$ cat config.mk
export PLATFORM = sky130hd
export DESIGN_NAME = fetch_stage
export DESIGN_NICKNAME = d
export VERILOG_FILES = /design/src/rtl/fetch_stage.sv
export SDC_FILE = /design/constraint.sdc
export NUM_CORES = 1
export LEC_CHECK = 0
export ABC_AREA = 1
export CORE_MARGIN = 2
export CORE_UTILIZATION = 50
export DETAILED_ROUTE_END_ITERATION = 10
export HOLD_SLACK_MARGIN = 0.15
export PLACE_DENSITY_LB_ADDON = 0.2
export SETUP_SLACK_MARGIN = 0.15
export SLEW_MARGIN = 20
export SYNTH_ARGS = -nofsm -noshare
export SYNTH_HDL_FRONTEND = slang
export SYNTH_SLANG_ARGS = --single-unit
$ cat constraint.sdc
create_clock -name i_clk -period 3 [get_ports i_clk]
set_clock_uncertainty 0.15 [all_clocks]
set_input_delay 0.3 -clock i_clk [delete_from_list [all_inputs] [get_ports i_clk]]
set_output_delay 0.3 -clock i_clk [all_outputs]
set_load 0.05 [all_outputs]
$ cat src/rtl/fetch_stage.sv
// rtl/fetch_stage.sv - instruction fetch stage (PC, imem requests, response FIFO); optional FETCH_BYPASS_EN
module fetch_stage #(
    parameter logic [31:0] RESET_PC   = 32'h0000_0000,
    parameter int          FIFO_DEPTH = 2
) (
    input  logic        i_clk,
    input  logic        i_rst_n,
    output logic        o_imem_req,
    output logic [31:0] o_imem_addr,
    input  logic        i_imem_gnt,
    input  logic        i_imem_rvalid,
    input  logic [31:0] i_imem_rdata,
    input  logic        i_stall,
    input  logic        i_redirect,
    input  logic [31:0] i_redirect_pc,
    output logic        o_if_valid,
    output logic [31:0] o_if_instr,
    output logic [31:0] o_if_pc,
    output logic [31:0] o_if_pcplus4
);

    localparam int          PW  = $clog2(FIFO_DEPTH);
    localparam int          CW  = PW + 1;
    localparam logic [31:0] NOP = 32'h0000_0013;

    typedef enum logic [1:0] {
        S_BOOT  = 2'd0,
        S_RUN   = 2'd1,
        S_FLUSH = 2'd2
    } state_t;

    state_t        state_q, state_d;
    logic [31:0]   pc_q, pc_d;
    logic [CW-1:0] outstanding_q, outstanding_d;
    logic [CW-1:0] drop_cnt_q, drop_cnt_d;

    // PC tags of issued, not yet returned requests (in order)
    logic [31:0]   tag_pc_q [FIFO_DEPTH];
    logic [31:0]   tag_pc_d [FIFO_DEPTH];
    logic [PW-1:0] tag_wr_q, tag_wr_d, tag_rd_q, tag_rd_d;

    // Instruction buffer toward decode
    logic [31:0]   fifo_pc_q    [FIFO_DEPTH];
    logic [31:0]   fifo_pc_d    [FIFO_DEPTH];
    logic [31:0]   fifo_instr_q [FIFO_DEPTH];
    logic [31:0]   fifo_instr_d [FIFO_DEPTH];
    logic [PW-1:0] fifo_wr_q, fifo_wr_d, fifo_rd_q, fifo_rd_d;
    logic [CW-1:0] fifo_cnt_q, fifo_cnt_d;

    logic [CW:0]   credit_used;
    logic          issue;
    logic          rsp_take;
    logic          fifo_empty;
    logic          bypass;
    logic          fifo_push;
    logic          fifo_pop;
    logic [31:0]   tag_head;
    logic [31:0]   if_pc;
    logic          redirect_pc_unused;

    // Low address bits of the redirect target are discarded by design
    assign redirect_pc_unused = ^i_redirect_pc[1:0];

    // Buffered words plus in-flight requests must never exceed the buffer size
    assign credit_used = {1'b0, fifo_cnt_q} + {1'b0, outstanding_q};
    assign o_imem_req  = (state_q == S_RUN) && !i_redirect &&
                         (credit_used < (CW+1)'(FIFO_DEPTH));
    assign o_imem_addr = pc_q;
    assign issue       = o_imem_req && i_imem_gnt;

    // A response is kept only when nothing needs dropping and no redirect kills it
    assign rsp_take   = i_imem_rvalid && (drop_cnt_q == '0) && !i_redirect;
    assign fifo_empty = (fifo_cnt_q == '0);
    assign tag_head   = tag_pc_q[tag_rd_q];

`ifdef FETCH_BYPASS_EN
    assign bypass = rsp_take && fifo_empty;
`else
    assign bypass = 1'b0;
`endif

    // A bypassed word consumed by decode this cycle never enters the FIFO
    assign fifo_pop  = !fifo_empty && !i_stall && !i_redirect;
    assign fifo_push = rsp_take && !(bypass && !i_stall);

    // Decode-facing outputs: FIFO head, bypassed response, or NOP when idle
    always_comb begin
        o_if_valid = !fifo_empty || bypass;
        o_if_instr = NOP;
        if_pc      = 32'h0000_0000;
        if (!fifo_empty) begin
            o_if_instr = fifo_instr_q[fifo_rd_q];
            if_pc      = fifo_pc_q[fifo_rd_q];
        end else if (bypass) begin
            o_if_instr = i_imem_rdata;
            if_pc      = tag_head;
        end
        o_if_pc      = if_pc;
        o_if_pcplus4 = if_pc + 32'd4;
    end

    // Next-state computation; redirect is applied last so it overrides everything
    always_comb begin
        state_d       = state_q;
        pc_d          = pc_q;
        outstanding_d = outstanding_q + CW'(issue) - CW'(i_imem_rvalid);
        drop_cnt_d    = drop_cnt_q;
        tag_pc_d      = tag_pc_q;
        tag_wr_d      = tag_wr_q;
        tag_rd_d      = tag_rd_q;
        fifo_pc_d     = fifo_pc_q;
        fifo_instr_d  = fifo_instr_q;
        fifo_wr_d     = fifo_wr_q;
        fifo_rd_d     = fifo_rd_q;
        fifo_cnt_d    = fifo_cnt_q + CW'(fifo_push) - CW'(fifo_pop);

        if (i_imem_rvalid && (drop_cnt_q != '0)) begin
            drop_cnt_d = drop_cnt_q - CW'(1);
        end

        if (issue) begin
            tag_pc_d[tag_wr_q] = pc_q;
            tag_wr_d           = tag_wr_q + PW'(1);
            pc_d               = pc_q + 32'd4;
        end

        if (rsp_take) begin
            tag_rd_d = tag_rd_q + PW'(1);
        end

        if (fifo_push) begin
            fifo_pc_d[fifo_wr_q]    = tag_head;
            fifo_instr_d[fifo_wr_q] = i_imem_rdata;
            fifo_wr_d               = fifo_wr_q + PW'(1);
        end

        if (fifo_pop) begin
            fifo_rd_d = fifo_rd_q + PW'(1);
        end

        case (state_q)
            S_BOOT:  state_d = S_RUN;
            S_RUN:   state_d = S_RUN;
            S_FLUSH: if (drop_cnt_d == '0) state_d = S_RUN;
            default: state_d = S_BOOT;
        endcase

        if (i_redirect) begin
            pc_d       = {i_redirect_pc[31:2], 2'b00};
            tag_wr_d   = '0;
            tag_rd_d   = '0;
            fifo_wr_d  = '0;
            fifo_rd_d  = '0;
            fifo_cnt_d = '0;
            drop_cnt_d = outstanding_d;
            state_d    = (outstanding_d != '0) ? S_FLUSH : S_RUN;
        end
    end

    // State registers
    always_ff @(posedge i_clk or negedge i_rst_n) begin
        if (!i_rst_n) begin
            state_q       <= S_BOOT;
            pc_q          <= RESET_PC;
            outstanding_q <= '0;
            drop_cnt_q    <= '0;
            tag_wr_q      <= '0;
            tag_rd_q      <= '0;
            fifo_wr_q     <= '0;
            fifo_rd_q     <= '0;
            fifo_cnt_q    <= '0;
            for (int i = 0; i < FIFO_DEPTH; i++) begin
                tag_pc_q[i]     <= '0;
                fifo_pc_q[i]    <= '0;
                fifo_instr_q[i] <= NOP;
            end
        end else begin
            state_q       <= state_d;
            pc_q          <= pc_d;
            outstanding_q <= outstanding_d;
            drop_cnt_q    <= drop_cnt_d;
            tag_wr_q      <= tag_wr_d;
            tag_rd_q      <= tag_rd_d;
            fifo_wr_q     <= fifo_wr_d;
            fifo_rd_q     <= fifo_rd_d;
            fifo_cnt_q    <= fifo_cnt_d;
            tag_pc_q      <= tag_pc_d;
            fifo_pc_q     <= fifo_pc_d;
            fifo_instr_q  <= fifo_instr_d;
        end
    end

    // Memory must not return more words than requested; buffer must not overflow
    always_ff @(posedge i_clk) begin
        if (i_rst_n) begin
            assert (!(i_imem_rvalid && (outstanding_q == '0)));
            assert (!(fifo_push && !fifo_pop && (fifo_cnt_q == CW'(FIFO_DEPTH))));
        end
    end

endmodule

### Word level (Yosys, flattened, before mapping)

Cells that the tools add are included.

| storage, ports and cells | value |
|---|---|
| register bits after elaboration | 236 |
| input bits | 70 |
| output and inout port bits | 130 |
| word-level logic and storage cells | 99 |

| operators by class | value |
|---|---|
| add/sub/neg operators | 12 |
| $lt $le $gt $ge | 7 |
| equal/unequal tests | 3 |
| mux-type cells | 35 |
| bitwise gates (word level) | 4 |
| reductions and logical operators | 23 |

Operators by type and width:

| kind | number |
|---|---|
| 32-bit 2-to-1 mux | 15 |
| 64-bit bitwise mux | 3 |
| 32-bit by 3-bit adder with 32-bit output, second input constant | 2 |
| 32-bit demux with 1-bit select | 2 |
| 2-bit 2-to-1 mux | 6 |
| 1-bit logical AND | 10 |
| 2-bit nonzero test | 5 |
| 2-bit >= comparator, second input constant | 4 |
| 2-bit zero test | 4 |
| 1-bit 2-to-1 mux | 8 |
| 1-bit inverter with 2-bit output | 4 |
| 1-bit adder, second input constant | 4 |
| 2-bit by 1-bit adder with 2-bit output | 2 |
| 2-bit by 1-bit < comparator with 1-bit output, second input constant | 2 |
| 2-bit case mux with 2 select lines | 1 |
| 2-bit by 1-bit subtractor with 2-bit output | 2 |
| 2-bit by 2-bit adder with 3-bit output | 1 |
| 1-bit zero test | 3 |
| 3-bit by 2-bit < comparator with 1-bit output, second input constant | 1 |
| 3-bit != test, second input constant | 1 |
| 2-bit by 1-bit equality test with 1-bit output, second input constant | 1 |
| 2-bit equality test, second input constant | 1 |
| 2-bit OR reduction | 1 |
| 2-bit by 1-bit subtractor with 2-bit output, second input constant | 1 |

### Depth between registers and ports, before layout

Gate-level depths: netlist (run 1).

| logic depth | value |
|---|---|
| word-level depth | 9 |
| depth in mapped cells | 15 |
| gate-level depth less buffers | 13 |

### Worst setup path before layout (run 1)

Ideal clock, no wire load.

| timing | value |
|---|---|
| kind | flip-flop to output port |
| from | reg fifo_cnt_q[1] |
| to | out o_if_pcplus4[16] |
| arrival time | 3.539 ns |
| data required time | 2.550 ns |
| setup slack | -0.989 ns |
| cell stages (with the launch flop) | 14 |
| path buffers | 3 |
| path through | dfrtp_1 -> inv_1 -> nand2_2 -> buf_4 -> buf_6 -> inv_2 -> clkbuf_1 -> a21oi_1 -> ha_1 -> nand3_1 -> nor2_4 -> nand2_1 -> nor2_1 -> xor2_1 |

| between the ends | value |
|---|---|
| cells in the longest elaborated chain, start to end | 3 |

RTL lines:

| element | RTL line | text |
|---|---|---|
| start, declared | 48 | `logic [CW-1:0] fifo_cnt_q, fifo_cnt_d;` |
| start signal, assigned | 186 | `fifo_cnt_q <= fifo_cnt_d;` |
| 2-bit zero test | 73 | `assign fifo_empty = (fifo_cnt_q == '0);` |
| 32-bit 2-to-1 mux | 91 | `if (!fifo_empty) begin` |
| net o_if_pc[3] | 18 | `output logic [31:0] o_if_pc,` |
| 32-bit by 3-bit adder with 32-bit output | 99 | `o_if_pcplus4 = if_pc + 32'd4;` |
| end, declared | 19 | `output logic [31:0] o_if_pcplus4` |

The timed path passes the listed nets, and every way through them passes these cells.

### Final worst setup path (run 1)

| timing | value |
|---|---|
| from | reg fifo_rd_q |
| to | out o_if_pcplus4[14] |

| between the ends | value |
|---|---|
| cells in the longest elaborated chain, start to end | 6 |

RTL lines:

| element | RTL line | text |
|---|---|---|
| start, declared | 47 | `logic [PW-1:0] fifo_wr_q, fifo_wr_d, fifo_rd_q, fifo_rd_d;` |
| start signal, assigned | 185 | `fifo_rd_q <= fifo_rd_d;` |
| 1-bit inverter with 2-bit output (implied by the code) | 93 | `if_pc = fifo_pc_q[fifo_rd_q];` |
| 32-bit 2-to-1 mux (implied by the code) (3 in series) | 93 |  |
| 32-bit 2-to-1 mux | 91 |  |
| 32-bit by 3-bit adder with 32-bit output | 99 |  |

No other way between the ends. The select of a mux whose other input is x is not followed.

==> results.yml, run 1 <==
outcome:
  status: "finished clean"
final_layout:
  stdcell_count: 2077
  final_util: 0.687
  area_delta_synth_final_pct: 35.7
  fillCellCount: 1870
  register_area_sq_um: 5660
  drive_above_1_share: 0.164
  multi_input_area_sq_um: 5600
  nets: 1819
  diodes: 0
job:
  maxCapViolCount: 0
place:
  dp_slack_ns: 0.186
  dp.cells: 2017
  io_buffer_count: 191
  globalplace.congestion: 0.891
  dp_hpwl_microns: 21000
yosys:
  synth-seq-cells: 226
  yosys.area.top_type: "dfrtp_1"
  netlist_area_sq_um: 11800
  syn_avg_cell_area_sq_um: 7.57
  async_flop_share: 1.00
  synth_area_leaders: "dfrtp_1 47%, nand2_1 18%, o21ai_0 5.0%"
  synth_warnings: 0
  yosysSeqAreaShare: 0.480
  synth_edf_count: 0
  synth_top_area_frac: 0.466
  synthFlopType: "dfrtp_1"
  syn_inst: 1559
  synth.distinct_cells: 38
grt:
  grt_pass1_vias: 10282
  antenna_found_initial: 0
  grt_pass1_wl_microns: 51100
  grt_overflow: 0
  grtUsageTotal: 0.253
  grt_max_degree: 90
drt:
  drt_iter0_markers: 754
  ant_nets: 0
  vias_per_cell: 5.13
  routedWlPerCell_microns: 14.9
  vias: 10663
  drc: 0
  wl_microns: 31000
  drt-pass1-iter-count: 6
timing:
  slew_viol_final: 0
  final.setup.tns_ns: 0
  fin_ws_ns: 0.0172
  slew_headroom: 0.543
  fin_crit_ns: 2.98
  final-setup-viol-count: 0
  hold_viol: 0
  worstMarginPinSlew_ns: 0.686
  clock.fmax_mhz: 335
  rsz0062_at_grt: "true"
  fin_crit_sh: 0.994
hold_path:
  min_delay_path_depth: 3
  min_path_type: "in2reg"
  holdPathEnd: "fifo_instr_q[33]"
  min_from: "i_imem_rdata[1]"
worst_setup_path:
  arrival_ns: 2.53
  cp.buffers_inverters: 3
  critical_path.cell_chain: "buf_12, o21ai_1, nand2_1, nor2_4, nand2_4, nor2_4, buf_4, xor2_4, buf_12"
  required_ns: 2.55
  critPathMaxFanout: 32
  critPathTopFamily: "simple AND/OR/NAND/NOR gates"
  cp_slowest_cell: "dfrtp_2"
  path_depth: 9
  r2r_slack_ns: 0.28
  reg2reg_from: "fifo_cnt_q[1]"
  crit_path_start_kind: "flop"
  timing.rr.end: "state_q[0]"
  cp-end-kind: "output port"
  rr_worst_depth: 12
  path_class: "reg2out"
  slowest_delay_ns: 0.48
floorplanning:
  fp-row-count: 56
  die_area_sq_um: 24900
  core_sq_um: 23300
  start_util: 0.506
  dieWidth_microns: 158
  die_h_microns: 158
  pin_count: 200
clock_network:
  clock_latency_ns: 0.51
  tritoncts: "done"
  cts-root-buf: "clkbuf_16"
  ctsHtreeMaxLevel: 1
  numCtsBuffers: 24
  clk_pin_slew_ns: 0.06
  cts_sinks: 226
  cts_buffer_depth: 3
power_and_ir_drop:
  power_density_nw_per_um2: 893
  p_leak_nw: 7.44
  irDropWorstVdd_v: 0.000489
  p_total_w: 0.0143
[layer usage]
layer  vias to the layer above  GRT usage  share of wire
met4                         0     0.0528          0.013
met5                         -          0              0
met3                        26     0.0263          0.055
li1                       5286          -              -
met2                       341      0.415           0.46
met1                      5010      0.368           0.47
[how the worst max path moves through the flow]
stage / startpoint / end / slack [ns]
after floorplan: fifo_cnt_q[1] / o_if_pcplus4[14] / -0.05
after global placement: fifo_cnt_q[1] / o_if_pcplus4[20] / 0.28
after detailed placement: fifo_cnt_q[1] / o_if_pcplus4[22] / 0.19
after CTS: fifo_rd_q / o_if_pcplus4[20] / 0.04
after global routing: fifo_rd_q / o_if_pcplus4[14] / -0.12
final: fifo_rd_q / o_if_pcplus4[14] / 0.02
[through the flow]
stage,cell area (sq um),hold slack (ns)
after floorplan,12100,-0.146
after global placement,14700,0.212
after detailed placement,14700,0.214
after CTS,16000,0.159
after global routing,16000,0.168
final,16000,0.172
[flip-flops by register name, indices dropped and copies added (netlist names)]
name and count:
outstanding_q 2, drop_cnt_q 2, fifo_wr_q 1, state_q 2, o_imem_addr 30, fifo_rd_q 1
fifo_pc_q 60, tag_rd_q 1, fifo_instr_q 64, fifo_cnt_q 2, tag_pc_q 60, tag_wr_q 1
[cell usage after synthesis (2+ instances only)]
| library cell | n |
|---|---|
| xnor2_1 | 4 |
| nor2_4 | 8 |
| inv_1 | 141 |
| o211ai_1 | 10 |
| xor2_1 | 26 |
| nand3_1 | 107 |
| o21a_1 | 22 |
| nor3_2 | 3 |
| nor3_1 | 12 |
| buf_2 | 15 |
| nor2_1 | 89 |
| clkbuf_1 | 41 |
| nand3_2 | 5 |
| inv_2 | 7 |
| nand2_4 | 4 |
| a21oi_1 | 33 |
| nand4_1 | 2 |
| nand2_2 | 9 |
| buf_6 | 7 |
| nor2_2 | 10 |
| o21ai_0 | 119 |
| o21ai_1 | 43 |
| a31oi_1 | 23 |
| ha_1 | 7 |
| buf_4 | 10 |
| dfrtp_1 | 220 |
| buf_1 | 7 |
| nand2_1 | 560 |
| dfstp_2 | 6 |
[cells in the final DEF, fill, tap and decap left out, types with 3 or more instances in the layout]
cell / instances
a21oi_1: 32
a31oi_1: 23
buf_12: 73
buf_4: 59
bufinv_16: 3
clkbuf_1: 6
clkbuf_16: 25
clkbuf_8: 9
clkdlybuf4s50_1: 96
conb_1: 6
dfrtp_1: 219
dfstp_2: 6
ha_1: 6
inv_1: 139
inv_2: 7
nand2_1: 535
nand2_2: 24
nand2_4: 13
nand3_1: 98
nand3_2: 12
nor2_1: 80
nor2_2: 14
nor2_4: 13
nor3_1: 11
nor3_2: 3
o211ai_1: 10
o21a_1: 22
o21ai_0: 119
o21ai_1: 41
xnor2_1: 4
xor2_1: 14
xor2_2: 7
xor2_4: 5
[final cells by class]
type | count | area share
clock buffer | 40 | 0.0482
clock inverter | 3 | 0.00562
inverter | 149 | 0.0356
multi-input combinational | 1108 | 0.349
sequential | 226 | 0.354
tap | 319 | 0.0249
timing repair buffer | 232 | 0.183
[report_power, final]
part,switching (W),internal (W),leakage (nW),total (W)
Clock,0.00116,0.00200,0.422,0.00316
Sequential,0.000681,0.00424,2.86,0.00492
Combinational,0.00392,0.00230,4.16,0.00622
Total,0.00576,0.00854,7.44,0.0143
[timing repair]
action / in CTS / in global routing
hold endpoints to repair: 85 / 0
gates resized for setup: 48 / 14
setup buffers: 13 / 3
hold buffers: 1 / 0
endpoints found under the setup margin: 28 / 27
pin swaps: 15 / 2
[worst min-delay path: stages]
cell             delay (ns)
clkdlybuf4s50_1        0.40
inv_1                  0.06
o21ai_1                0.06
[cells by family (layout without fill, tap and decap cells)]
kind of cell | after synthesis | count (layout) | share of synthesized area
xor+xnor | 30 | 30 | 0.0223
buf+inv | 230 | 424 | 0.0834
flops | 226 | 226 | 0.480
fa+ha+maj | 8 | 8 | 0.00911
other cells | 1 | 6 | 0.000318
simple gates | 814 | 814 | 0.290
compound gates | 250 | 250 | 0.115
(Power assumes the default switching activity.)
==> run 2, diff against run 1 <==
--- a/config.mk
+++ b/config.mk
@@ -9,9 +9,11 @@
 export CORE_MARGIN = 2
 export CORE_UTILIZATION = 50
 export DETAILED_ROUTE_END_ITERATION = 10
+export DONT_BUFFER_PORTS = 1
 export HOLD_SLACK_MARGIN = 0.15
 export PLACE_DENSITY_LB_ADDON = 0.2
 export SETUP_SLACK_MARGIN = 0.15
+export SKIP_LAST_GASP = 1
 export SLEW_MARGIN = 20
 export SYNTH_ARGS = -nofsm -noshare
 export SYNTH_HDL_FRONTEND = slang
==> constraint.sdc (replaced) <==
create_clock -name i_clk -period 3 [get_ports i_clk]
set_clock_uncertainty 0.15 [all_clocks]
set_input_delay 0.6 -clock i_clk [delete_from_list [all_inputs] [get_ports i_clk]]
set_output_delay 0.6 -clock i_clk [all_outputs]
set_load 0.05 [all_outputs]
==> results.yml, run 2 (synthesized netlist as in run 1, its figures left out) <==
timing:
  hold_slack_ns: -0.368
  final-setup-viol-count: 25
  slew_headroom: 0.439
  slew_viol_final: 0
  fin_ws_ns: -0.263
  fin_crit_ns: 3.26
  fin_crit_sh: 1.09
  clock.fmax_mhz: 306
  hold_viol: 224
  rsz0062_at_grt: "true"
  worstMarginPinSlew_ns: 0.840
clock_network:
  cts_sinks: 226
  cts_hold_buffers: 60
  numCtsBuffers: 25
  ctsHtreeMaxLevel: 1
  cts-root-buf: "clkbuf_16"
  tritoncts: "done"
  clk_pin_slew_ns: 0.06
  clock_latency_ns: 0.52
  cts_buffer_depth: 3
floorplanning:
  start_util: 0.506
  fp-row-count: 56
  die_h_microns: 158
  die_area_sq_um: 24900
  dieWidth_microns: 158
  core_sq_um: 23300
  pin_count: 200
final_layout:
  nets: 1781
  largest_reg_flops: 64
  drive_above_1_share: 0.186
  final_common_cell: "nand2_1"
  final_area_sq_um: 15300
  largestRegisters: "fifo_instr_q (64), fifo_pc_q (60), tag_pc_q (60)"
  stdcell_count: 2039
  area_delta_synth_final_pct: 29.5
  diodes: 0
  layout_common_cells: "523 x nand2_1, 219 x dfrtp_1, 138 x inv_1"
  top_register: "fifo_instr_q"
drt:
  routedWlPerCell_microns: 15.4
  wl_microns: 31400
  vias_per_cell: 5.21
  drt_iter0_markers: 761
  ant_nets: 0
  drc: 0
  drt-pass1-iter-count: 5
  vias: 10613
job:
  maxCapViolCount: 0
grt:
  busiest_layer: "met2"
  antenna_found_initial: 0
  grt.met3_usage: 0.0413
  grtUsageMet2: 0.404
  grt_pass1_vias: 10082
  grt_use_met1: 0.353
  grt_overflow: 0
  grt_max_degree: 227
  grt_pass1_wl_microns: 50000
  grtUsageTotal: 0.250
place:
  dp.cells: 1917
  io_buffer_count: 0
  dp_hpwl_microns: 20100
  globalplace.congestion: 0.918
  dp_slack_ns: 0.171
  dpl_cell_area_sq_um: 13200
worst_setup_path:
  arrival_ns: 2.51
  crit_path_start_kind: "flop"
  required_ns: 2.25
  cp-end-kind: "output port"
  critPathMaxFanout: 7
  critPathTopFamily: "simple AND/OR/NAND/NOR gates"
  critical_path.cell_chain: "clkinv_4, nand2_4, a21oi_4, ha_4, nand3_4, nor2_4, nand2_4, nor2_4, xor2_4, buf_12"
  cp.buffers_inverters: 2
  cp_slowest_cell: "dfrtp_2"
  path_class: "reg2out"
  slowest_delay_ns: 0.50
outcome:
  status: "finished with violations"
  violations: "hold timing, setup timing"
hold_path:
  min_path_type: "in2async"
power_and_ir_drop:
  irDropWorstVdd_v: 0.000609
  p_leak_nw: 7.21
  power_density_nw_per_um2: 906
  p_total_w: 0.0139
run 2: layer usage:
layer  up-vias  routed length [microns]
met5         -                        0
met4         0                      691
met3        46                     2070
met2       342                    14400
met1      5010                    14300
li1       5215                        -
run 2: path summary, 6_finish.rpt:
path | from | end | slack, ns | cells past startpoint
worst max register to register | fifo_cnt_q[1] | state_q[0] | 0.39 | 12
worst min register to register | fifo_pc_q[26] | fifo_pc_q[26] | 0.32 | 2
worst max-delay path | fifo_rd_q | o_if_pcplus4[14] | -0.26 | 10
worst min-delay path | i_rst_n | fifo_instr_q[40] | -0.37 | 0
max in group asynchronous | i_rst_n | o_imem_addr[15] | 2.64 | 0
min in group i_clk | i_redirect | fifo_rd_q | 0.15 | 3
run 2: metrics by stage:
stage | utilization | TNS, ns
CTS | 0.646 | -3.26
global placement | 0.567 | 0
finish | 0.655 | -3.80
global route | 0.655 | -6.66
floorplan | - | -3.73
detailed placement | 0.567 | 0
run 2: report_power, final:
group	internal [W]	switching, W	total (W)
Clock	0.00191	0.00118	0.00309
Sequential	0.00424	0.000826	0.00507
Combinational	0.00196	0.00374	0.00569
run 2: worst reg2reg max path: cells and delay by family, from the launching register on:
kind	cells	cell delay (ns)
adders and majority gates	3	0.93
buffers and inverters	2	0.19
xor gates and xnor gates	2	0.33
DFF	1	0.37
and+or+nand+nor	5	0.51
run 2: layout make-up:
class	instances	area, sq um
well taps	319	399
fillers	2003	8040
flip-flops and latches	226	5660
clock inverters	7	114
clock buffers	37	721
multi-input cells	1108	5810
inverters	149	574
repair buffers	193	2000
run 2: repair_timing:
action                                  CTS  global route
endpoints found under the hold margin   323           226
pin swaps                                26            19
gates cloned                              1             0
resized for setup                        71            39
setup buffers                             9             8
endpoints found under the setup margin   52            47
